===== src/rtl/counter_modn_ctrl.sv =====
// ---------------------------------------------------------------------------
// counter_modn_ctrl
//
// Controllable modulo-N counter with a start/stop FSM (IDLE/RUN/DONE),
// up/down stepping, count enable, synchronous clear and clamped load,
// free-running or one-shot modes, and registered wrap/done pulses.
//
// Optional feature macro: COUNTER_MODN_WRAPCNT_EN
//   When defined, adds the wrap_cnt output: an 8-bit saturating count of
//   wrap events, cleared by rst_n and clr.
//
// Parameters:
//   N        modulus (>= 2); count ranges 0..N-1
//   W        derived width of count/load_val, max(1, $clog2(N))
//
// Ports:
//   clk       in   rising-edge clock
//   rst_n     in   asynchronous active-low reset
//   clr       in   synchronous clear (count=0, state=IDLE)
//   load      in   synchronous load strobe (value clamped to N-1)
//   load_val  in   value to load
//   start     in   start request (accepted in IDLE only)
//   stop      in   stop request (RUN -> IDLE)
//   oneshot   in   mode, latched when start is accepted
//   en        in   count enable, effective in RUN only
//   up        in   direction, 1 = increment, 0 = decrement
//   count     out  current count
//   wrap      out  one-cycle pulse on a modulo wrap (free-run)
//   done      out  one-cycle pulse on one-shot completion
//   busy      out  high while in RUN
//   wrap_cnt  out  saturating wrap count (COUNTER_MODN_WRAPCNT_EN only)
// ---------------------------------------------------------------------------
module counter_modn_ctrl #(
    parameter  int N = 16,
    localparam int W = (($clog2(N) < 1) ? 1 : $clog2(N))
) (
    input  logic         clk,
    input  logic         rst_n,
    input  logic         clr,
    input  logic         load,
    input  logic [W-1:0] load_val,
    input  logic         start,
    input  logic         stop,
    input  logic         oneshot,
    input  logic         en,
    input  logic         up,
    output logic [W-1:0] count,
    output logic         wrap,
    output logic         done,
    output logic         busy
`ifdef COUNTER_MODN_WRAPCNT_EN
    ,
    output logic [7:0]   wrap_cnt
`endif
);

    typedef enum logic [1:0] {
        ST_IDLE = 2'd0,
        ST_RUN  = 2'd1,
        ST_DONE = 2'd2
    } state_t;

    // Extended (W+1)-bit constants: the largest legal count and the modulus.
    localparam logic [W:0] LAST_EXT = (W+1)'(N - 1);
    localparam logic [W:0] MOD_EXT  = (W+1)'(N);
    localparam logic [W:0] ONE_EXT  = (W+1)'(1'b1);
    localparam logic [W:0] ALL1_EXT = {(W+1){1'b1}};

    state_t       state_r, state_s;
    logic         mode_r, mode_s;       // 1 = one-shot
    logic [W-1:0] count_r, count_s;
    logic         wrap_r, wrap_s;
    logic         done_r, done_s;
    logic         busy_r;

    logic [W:0]   count_ext_s;
    logic [W:0]   load_ext_s;
    logic [W:0]   inc_s;
    logic [W:0]   dec_s;
    logic         term_s;

    // Extended-width arithmetic: an increment that reaches N, or a decrement
    // that borrows past zero, is exactly a step from the terminal value.
    always_comb begin
        count_ext_s = {1'b0, count_r};
        load_ext_s  = {1'b0, load_val};
        inc_s       = count_ext_s + ONE_EXT;
        dec_s       = count_ext_s - ONE_EXT;
        if (up) begin
            term_s = (inc_s == MOD_EXT);
        end else begin
            term_s = (dec_s == ALL1_EXT);
        end
    end

    // Next-state and next-output logic; priority clr > load > stop > start > step.
    always_comb begin
        state_s = state_r;
        mode_s  = mode_r;
        count_s = count_r;
        wrap_s  = 1'b0;
        done_s  = 1'b0;
        if (clr) begin
            count_s = {W{1'b0}};
            state_s = ST_IDLE;
        end else if (load) begin
            // DONE is always a single cycle, even when a load lands on it.
            if (state_r == ST_DONE) begin
                state_s = ST_IDLE;
            end else begin
                state_s = state_r;
            end
            if (load_ext_s > LAST_EXT) begin
                count_s = LAST_EXT[W-1:0];
            end else begin
                count_s = load_val;
            end
        end else if (stop) begin
            state_s = ST_IDLE;
        end else begin
            case (state_r)
                ST_IDLE: begin
                    if (start) begin
                        state_s = ST_RUN;
                        mode_s  = oneshot;
                    end else begin
                        state_s = ST_IDLE;
                    end
                end
                ST_RUN: begin
                    if (en) begin
                        if (term_s) begin
                            if (mode_r) begin
                                // One-shot: hold at the terminal value.
                                state_s = ST_DONE;
                                done_s  = 1'b1;
                            end else begin
                                wrap_s = 1'b1;
                                if (up) begin
                                    count_s = {W{1'b0}};
                                end else begin
                                    count_s = LAST_EXT[W-1:0];
                                end
                            end
                        end else begin
                            if (up) begin
                                count_s = inc_s[W-1:0];
                            end else begin
                                count_s = dec_s[W-1:0];
                            end
                        end
                    end else begin
                        count_s = count_r;
                    end
                end
                ST_DONE: begin
                    state_s = ST_IDLE;
                end
                default: begin
                    state_s = ST_IDLE;
                end
            endcase
        end
    end

    // State, mode, count and pulse registers.
    always_ff @(posedge clk or negedge rst_n) begin
        if (!rst_n) begin
            state_r <= ST_IDLE;
            mode_r  <= 1'b0;
            count_r <= {W{1'b0}};
            wrap_r  <= 1'b0;
            done_r  <= 1'b0;
            busy_r  <= 1'b0;
        end else begin
            state_r <= state_s;
            mode_r  <= mode_s;
            count_r <= count_s;
            wrap_r  <= wrap_s;
            done_r  <= done_s;
            busy_r  <= (state_s == ST_RUN);
        end
    end

    assign count = count_r;
    assign wrap  = wrap_r;
    assign done  = done_r;
    assign busy  = busy_r;

`ifdef COUNTER_MODN_WRAPCNT_EN
    logic [7:0] wrap_cnt_r;

    // Saturating wrap-event counter, updated on the edge that raises wrap.
    always_ff @(posedge clk or negedge rst_n) begin
        if (!rst_n) begin
            wrap_cnt_r <= 8'd0;
        end else if (clr) begin
            wrap_cnt_r <= 8'd0;
        end else if (wrap_s && (wrap_cnt_r != 8'd255)) begin
            wrap_cnt_r <= wrap_cnt_r + 8'd1;
        end else begin
            wrap_cnt_r <= wrap_cnt_r;
        end
    end

    assign wrap_cnt = wrap_cnt_r;
`endif

endmodule


===== config.mk =====
export PLATFORM = sky130hd
export DESIGN_NAME = counter_modn_ctrl
export DESIGN_NICKNAME = d
export VERILOG_FILES = /design/src/rtl/counter_modn_ctrl.sv
export SDC_FILE = /design/constraint.sdc
export NUM_CORES = 1
export LEC_CHECK = 0
export CAP_MARGIN = 20
export CORE_MARGIN = 2
export CORE_UTILIZATION = 45
export DETAILED_ROUTE_END_ITERATION = 6
export PLACE_DENSITY = 0.76
export SLEW_MARGIN = 10
export SYNTH_ARGS = -nofsm -noshare
export SYNTH_HDL_FRONTEND = slang
export SYNTH_SLANG_ARGS = --single-unit

===== constraint.sdc =====
create_clock -name clk -period 5.5 [get_ports clk]
set_input_delay 1.375 -clock clk [delete_from_list [all_inputs] [get_ports clk]]
set_output_delay 1.375 -clock clk [all_outputs]
set_load 0.01 [all_outputs]

==> results of run 1 <==
Yosys cell counts:
cell,number
a21oi_1,9
a221o_2,1
a311oi_1,1
a31oi_1,1
buf_4,1
dfrtp_1,10
dlygate4sd1_1,1
ha_1,3
inv_1,7
mux2i_1,1
nand2_1,5
nand3_1,5
nand3b_1,1
nand4_1,1
nand4bb_1,1
nor2_1,8
nor3_1,3
nor3_4,1
nor4bb_1,1
o211ai_1,1
o21a_1,3
o21ai_0,2
o21ai_2,1
or2_2,1
or2b_2,1
or3_1,4
or3_4,1
or4b_2,1
xnor2_1,3
sequential cells by signal (all words and copies together) (netlist names):
signal and cells:
count 4, state_r 2, busy 1, done 1
mode_r 1, wrap 1
final timing paths:
check | slack (ns) | to
worst max-delay path | 2.56 | state_r[1]
worst min-delay path | 0.51 | wrap
worst max register to register | 3.53 | state_r[1]
worst min register to register | 0.51 | wrap
max in group asynchronous | 3.78 | state_r[1]
min in group asynchronous | 1.41 | mode_r
cell families (layout without fill, tap and decap cells):
kind of cell / after synthesis / in the layout / share of synthesized area
flops: 10 / 10 / 0.364
xor+xnor: 3 / 3 / 0.0382
simple gates: 34 / 34 / 0.293
mux: 1 / 1 / 0.0145
fa+ha+maj: 3 / 3 / 0.0546
compound gates: 19 / 19 / 0.175
buf+inv: 9 / 30 / 0.0618
critical path: cells and delay by family:
kind            cells  cell delay [ns]
compound gates      2             0.30
buf+inv             1             0.54
simple gates        3             0.91
cell type report:
type / instances / area share
tap: 16 / 0.0218
timing repair buffer: 19 / 0.207
multi-input combinational: 60 / 0.431
sequential: 10 / 0.272
clock buffer: 4 / 0.0395
inverter: 7 / 0.0286
metrics by stage:
step           worst slack [ns]  instances  area, um2  utilization  hold WS [ns]
2_1_floorplan              3.00         79        688            -         0.464
3_3_place_gp               2.31        112        882        0.599         0.485
3_5_place_dp               2.30        112        882        0.599         0.497
4_1_cts                    2.58        116        918        0.624         0.510
5_1_grt                    2.48        116        918        0.624         0.520
6_report                   2.56        116        918        0.624         0.506
power by group through the flow:
stage,combinational [uW],sequential [uW],clock [uW]
after floorplan,21.4,86.0,0
after global placement,40.9,85.7,0
after detailed placement,41.4,86.0,0
after CTS,41.6,84.6,68.5
after global routing,46.1,85.4,74.3
final,41.4,84.7,68.6
layer usage:
layer / part of all wire / vias to the layer above / track usage
met5: 0 / - / 0
met4: 0.014 / 0 / 0.0909
met3: 0.038 / 3 / 0.0255
met2: 0.48 / 14 / 0.304
met1: 0.47 / 269 / 0.243
li1: - / 322 / -
placed cells by master, fill, tap and decap left out, types with 2 or more instances in the layout:
cell type,n
or3_1,4
nand3_1,5
nor3_1,3
clkbuf_4,3
o21a_1,3
o21ai_0,2
dfrtp_1,10
nand2_1,5
nor2_1,8
ha_1,3
a21oi_1,9
xnor2_1,3
clkdlybuf4s50_1,19
inv_1,7
==> impl_results.md, run 1 <==
* Min-delay src: mode_r
* Wire per inst at 12.6 um
* Worst rel slew slack at 0.657
* DRC Markers at 0
* RSZ-0062 raised after global routing: no
* Gate power share at 0.213
* Tcrit/Tclk final at 0.534
* Hold violation total from the final report at 0
* Footprint of the multi-input gates at 395 um2
* Ys Warns at 0
* Layout cell share with drive strength beyond 1 at 0.110
* Power Density at 212 nW/um2
* Max incr delay on CP at 0.54 ns
* CTS resizes at 0
* Fin. max-slew vios at 0
* Post-synth cell types at 29
* Post-DR vias/cell at 5.24
* Total routed wirelength at 1460 um
* Critical path arrival at 3.13 ns
* Dominant cells by area after synthesis: dfrtp_1 36%, a21oi_1 6.5%, ha_1 5.5%, nor2_1 4.4%, inv_1 3.8%
* Ant diodes at 0
* Critical path launch point: up
* Post-Syn Nets at 95
* Worst reg2reg path startpoint: count[0]
* I/O Pins at 20
* Initial DRC Count at 8
* Min cycle time layout at 2.94 ns
* Core Region at 1470 um2
* Syn_area_per_cell at 8.71 um2
* Register area at 250 um2
* Worst slew pin tran at 0.513 ns
* Final setup viols at 0
* Yosys top cell by area: dfrtp_1
* Vias at 608
* Post-Syn Area at 688 um2
* CP max stage cell: clkdlybuf4s50_1
* Inserted Clock Buffers at 3
* Number of antenna-violating nets in the routed design at 0
* CTS tree: yes
* Setup Skew at 0.00295 ns
* Starting density of the core at 0.468
* Area growth syn-to-layout at 33.5%
* Clk buf depth at 2
* Final setup TNS at 0 ns
* Fill cells at 139
* Cells along the critical path: clkdlybuf4s50_1 -> or2b_2 -> nor3_4 -> o21ai_2 -> or3_1 -> a21oi_1
* Cell-internal power at 141 uW
* Grt ovf at 0
* Detailed Place HPWL at 1140 um
* Chip Height at 43.1 um
* Row count at 14
* Register area share after synthesis at 0.364
* Total Routing Usage GR at 0.188
* Max VDD drop at 0.141 mV
* CTS Root Cell: clkbuf_4
* RePlAce Congestion at 0.789
* Post-CTS setup buffer count at 0
* # clock sinks at 10
* Cts hold-fix bufs at 0
* Crit end category: register
* Vias in the first global route at 615
* Synthesized flop and latch total at 10
* CP required at 5.69 ns
* CP Max Fanout at 7
* Sw frac at 0.275
* Part of the power in registers at 0.435
* Clk slew on worst S/H paths at 0.07 ns
* Die W at 43.1 um
* Clock share of power at 0.352
* WHS Path Cells at 1
* Power, Total at 195 uW
* Max-cap violations at 0
* H-tree level count at 1
* First-pass iteration count of the detailed router at 2
* Mapped Cells at 79
* Run status: completed
* First-pass GRT wire length at 2590 um
* CP startpoint kind: input port
* FMAX at 0.340 GHz
* CP Class: input port to register
* Register-to-Register Path Depth at 7
* Die area at 1860 um2
* Yosys top cell area share at 0.364
* Largest net degree at the start of global routing at 18
* Worst hold path class: register to register
* Fin nets at 117
* Skew-Pair Late Insertion Delay at 0.27 ns
* Antenna violations before repair at 0
* Leakage at 0.000372 uW
* NetSw at 53.6 uW
* I/O Buffers at 19
(Power assumes the default switching activity.)
==> inputs of run 2 (changes only) <==
==> constraint.sdc (replaced) <==
create_clock -name clk -period 2.75 [get_ports clk]
set_input_delay 0.6875 -clock clk [delete_from_list [all_inputs] [get_ports clk]]
set_output_delay 0.6875 -clock clk [all_outputs]
set_load 0.01 [all_outputs]
==> run 2 against run 1 <==
  * Core utilization up 0.51 points
  * Largest cell class unchanged
  * First-iteration DRC count up 110%
  * Worst hold slack worse by 0.013 ns
  * Highest routed layer unchanged
  * Via count up 9.7%
  * Wire length up 6.5%
  * Die area unchanged
  * Clock power up 98%
  * Non-clock buffer count up 1
  * Critical path type unchanged
  * Power up 100%
  * Clock skew down 0.0027 ns
  * Setup slack worse by 2.1 ns
==> impl_results.md, run 2 (synthesized netlist as in run 1, its figures left out) <==
* Row count at 14
* Max reg flops at 4
* Hold violation total from the final report at 0
* Worst hold path class: register to register
* DRC Markers at 0
* RSZ-0062 raised after global routing: no
* Chip Height at 43.1 um
* DR top layer: met4
* Critical path arrival at 2.45 ns
* CTS resizes at 0
* CP startpoint kind: input port
* Ant diodes at 0
* Tcrit/Tclk final at 0.820
* Post-place instance area at 890 um2
* NetSw at 107 uW
* Wire per inst at 13.3 um
* Crit end category: register
* DP Worst Slack at 0.210 ns
* Vias in the first global route at 621
* Area growth syn-to-layout at 34.5%
* DRT met1 WL at 707 um
* CTS tree: yes
* First-pass iteration count of the detailed router at 5
* Die W at 43.1 um
* Initial DRC Count at 17
* Commonest non-fill, non-tap cells in the layout: 19 x clkdlybuf4s50_1, 10 x dfrtp_1, 9 x a21oi_1
* Die area at 1860 um2
* Clk slew on worst S/H paths at 0.07 ns
* H-tree level count at 1
* Fin nets at 118
* Grt ovf at 0
* FMAX at 0.444 GHz
* CTS Root Cell: clkbuf_4
* Post-CTS setup buffer count at 0
* Fin. max-slew vios at 0
* Final setup TNS at 0 ns
* Total Routing Usage GR at 0.187
* CP Class: input port to register
* RePlAce Congestion at 0.790
* Core Region at 1470 um2
* Max-cap violations at 0
* Leakage at 0.000377 uW
* Layout cell share with drive strength beyond 1 at 0.119
* Antenna violations before repair at 0
* Final worst slack at 0.495 ns
* I/O Pins at 20
* Worst slew pin tran at 0.480 ns
* Max VDD drop at 0.227 mV
* Leading cell type in the layout, fill and taps excluded: clkdlybuf4s50_1
* Skew-Pair Late Insertion Delay at 0.27 ns
* Setup Skew at 0.000279 ns
* Cts hold-fix bufs at 0
* Fill cells at 142
* Min cycle time layout at 2.25 ns
* Vias at 667
* CP required at 2.94 ns
* Cell-internal power at 283 uW
* Power, Total at 390 uW
* Number of antenna-violating nets in the routed design at 0
* Finished Core Util at 0.629
* I/O Buffers at 19
* CP Max Fanout at 7
* Part of the power in registers at 0.434
* Run status: completed
* Sw frac at 0.274
* Detailed Place HPWL at 1190 um
* Worst rel slew slack at 0.679
* DR WL met2 at 748 um
* Met3 WL post-DR at 83 um
* Clock share of power at 0.350
* Post-DR vias/cell at 5.70
* Post-route cell area at 926 um2
* Power Density at 421 nW/um2
* Total routed wirelength at 1550 um
* Clk buf depth at 2
* Starting density of the core at 0.468
* Gate power share at 0.216
* Final setup viols at 0
* Inserted Clock Buffers at 3
* First-pass GRT wire length at 2570 um
* Largest net degree at the start of global routing at 12
* # clock sinks at 10
run 2: cell count changes in the layout (fill, tap and decap cells not counted):
| cell | delta |
|---|---|
| buf_4 | +1 |
run 2: path summary, 6_finish.rpt:
kind                           from    endpoint  slack, ns  cells past startpoint
setup / recovery                 up  state_r[1]       0.50                      6
hold / removal               mode_r        wrap       0.49                      1
setup reg to reg           count[0]  state_r[1]       0.78                      7
hold reg to reg              mode_r        wrap       0.49                      1
max in group asynchronous     rst_n  state_r[1]       1.69                      1
min in group asynchronous     rst_n        wrap       0.74                      1
run 2: routing by layer:
layer	global-route usage	vias to the layer above
li1	-	326
met1	0.221	303
met2	0.307	32
met3	0.0298	6
met4	0.121	0
met5	0	-
run 2: area by class of cell:
cell class              count  area, um2  area share
multi-input cells          60        395       0.427
flip-flops and latches     10        250       0.270
repair buffers             20        198       0.214
clock buffers               4       36.3      0.0392
inverters                   7       26.3      0.0284
well taps                  16       20.0      0.0216
run 2: metrics by stage:
stage / instances / hold WS (ns)
after CTS: 117 / 0.495
after global routing: 117 / 0.511
final: 117 / 0.494
after floorplan: 79 / 0.392
after global placement: 113 / 0.489
after detailed placement: 113 / 0.485
run 2: worst max-delay path, stage by stage:
cell             delay, ns
clkdlybuf4s50_1       0.54
or2b_2                0.39
nor3_4                0.18
o21ai_2               0.13
or3_1                 0.36
a21oi_1               0.15
run 2: power groups by stage:
stage	registers, uW	logic [uW]	clock network [uW]
2_1_floorplan	172	42.7	0
3_3_place_gp	171	83.0	0
3_5_place_dp	172	84.3	0
4_1_cts	169	84.5	139
5_1_grt	171	92.7	141
6_report	169	84.3	136
==> inputs of run 3 (changes only) <==
==> constraint.sdc (replaced) <==
create_clock -name clk -period 2.34 [get_ports clk]
set_input_delay 0.585 -clock clk [delete_from_list [all_inputs] [get_ports clk]]
set_output_delay 0.585 -clock clk [all_outputs]
set_load 0.01 [all_outputs]
==> run 3 against run 2 <==
  * Power rose by 19%
  * Die area did not move
  * Setup slack got worse by 0.26 ns
  * Clock skew rose by 0.0026 ns
  * Register-to-register slack got worse by 0.36 ns
  * Via count rose by 1.8%
  * Sequential share of layout area fell by 0.64 points
==> impl_results.md, run 3 (synthesized netlist as in run 1, its figures left out) <==
* Run status: completed
* Hold slack at 0.530 ns
* Tcrit/Tclk final at 0.898
* Grt ovf at 0
* I/O Pins at 20
* Starting density of the core at 0.468
* Antenna violations before repair at 0
* Number of antenna-violating nets in the routed design at 0
* FMAX at 0.476 GHz
* Chip Height at 43.1 um
* Hold violation total from the final report at 0
* Clk slew on worst S/H paths at 0.07 ns
* End of the worst register-to-register path: state_r[1]
* Part of the power in registers at 0.432
* RSZ-0062 raised after global routing: no
* Core Region at 1470 um2
* Area growth syn-to-layout at 37.8%
* Detailed Place HPWL at 1250 um
* Total Routing Usage GR at 0.201
* Skew-Pair Late Insertion Delay at 0.27 ns
* CP Class: input port to register
* First-pass GRT wire length at 2810 um
* Max-cap violations at 0
* Vias at 679
* RePlAce Congestion at 0.738
* NetSw at 128 uW
* Total routed wirelength at 1620 um
* Clock share of power at 0.347
* Crit end category: register
* Post-CTS setup buffer count at 0
* Cell-internal power at 335 uW
* Register-to-Register Path Depth at 7
* Row count at 14
* Max VDD drop at 0.379 mV
* Power Density at 489 nW/um2
* Critical Path End: count[1]
* Sw frac at 0.276
* Post-route cell area at 948 um2
* First-pass iteration count of the detailed router at 4
* Die area at 1860 um2
* H-tree level count at 1
* Die W at 43.1 um
* # clock sinks at 10
* Critical path arrival at 2.25 ns
* I/O Buffers at 19
* Commonest non-fill, non-tap cells in the layout: 19 x clkdlybuf4s50_1, 10 x dfrtp_1, 9 x a21oi_1
* CP required at 2.48 ns
* CTS Root Cell: clkbuf_4
* Worst hold path class: register to register
* Setup Skew at 0.00284 ns
* Fin nets at 121
* Finished Core Util at 0.645
* CP startpoint kind: input port
* Final setup viols at 0
* Wire per inst at 13.5 um
* Leading cell type in the layout, fill and taps excluded: clkdlybuf4s50_1
* Max reg flops at 4
* Gate power share at 0.221
* Inserted Clock Buffers at 3
* Cts hold-fix bufs at 0
* Post-place instance area at 912 um2
* Min cycle time layout at 2.10 ns
* Final setup TNS at 0 ns
* CTS tree: yes
* Worst slew pin tran at 0.477 ns
* Post-DR vias/cell at 5.66
* Clk buf depth at 2
* Layout cell share with drive strength beyond 1 at 0.144
* Worst R2R Setup Slack at 0.42 ns
* DRC Markers at 0
* Largest net degree at the start of global routing at 13
* Ant diodes at 0
* Worst rel slew slack at 0.681
* Critical path launch point: stop
* CTS resizes at 0
* CP Max Fanout at 4
* Leakage at 0.000391 uW
* Fin. max-slew vios at 0
* Vias in the first global route at 640
* Power, Total at 463 uW
* Worst reg2reg path startpoint: count[1]
* Initial DRC Count at 11
==> run 3: area by class of cell <==
type / count / area, um2
inverters: 7 / 26.3
clock buffers: 4 / 36.3
well taps: 16 / 20.0
repair buffers: 23 / 220
fillers: 124 / 523
multi-input cells: 60 / 395
flip-flops and latches: 10 / 250
==> run 3: per-stage QoR <==
stage                     std cells  worst slack (ns)
final                           120             0.238
after detailed placement        116           -0.0169
after floorplan                  79             0.537
after CTS                       120             0.246
after global routing            120             0.149
after global placement          116            0.0126
==> run 3: power by group through the flow <==
stage | logic, uW | registers (uW) | clock network [uW]
3_5_place_dp | 103 | 204 | 0
2_1_floorplan | 50.2 | 202 | 0
5_1_grt | 112 | 202 | 167
3_3_place_gp | 101 | 202 | 0
6_report | 102 | 200 | 161
4_1_cts | 103 | 200 | 160
==> run 3: routing by layer <==
layer / vias up / GRT usage / wire (um)
met5: - / 0 / 0
met4: 0 / 0.0909 / 25
met3: 4 / 0.0255 / 51
met2: 13 / 0.322 / 799
met1: 334 / 0.265 / 737
li1: 328 / - / -
==> run 3: worst max-delay path, cell delays in order <==
cell             delay (ns)
clkdlybuf4s50_1        0.46
nand4bb_1              0.28
or3_1                  0.39
a311oi_1               0.27
a221o_2                0.20
a21oi_1                0.06
==> run 3: how the worst min path moves through the flow <==
| stage | start | endpoint | slack, ns | depth (start not counted) |
|---|---|---|---|---|
| floorplan | rst_n | busy | 0.29 | 0 |
| global placement | mode_r | wrap | 0.50 | 1 |
| detailed placement | mode_r | wrap | 0.52 | 1 |
| CTS | mode_r | wrap | 0.53 | 1 |
| global route | mode_r | wrap | 0.54 | 1 |
| finish | mode_r | wrap | 0.53 | 1 |
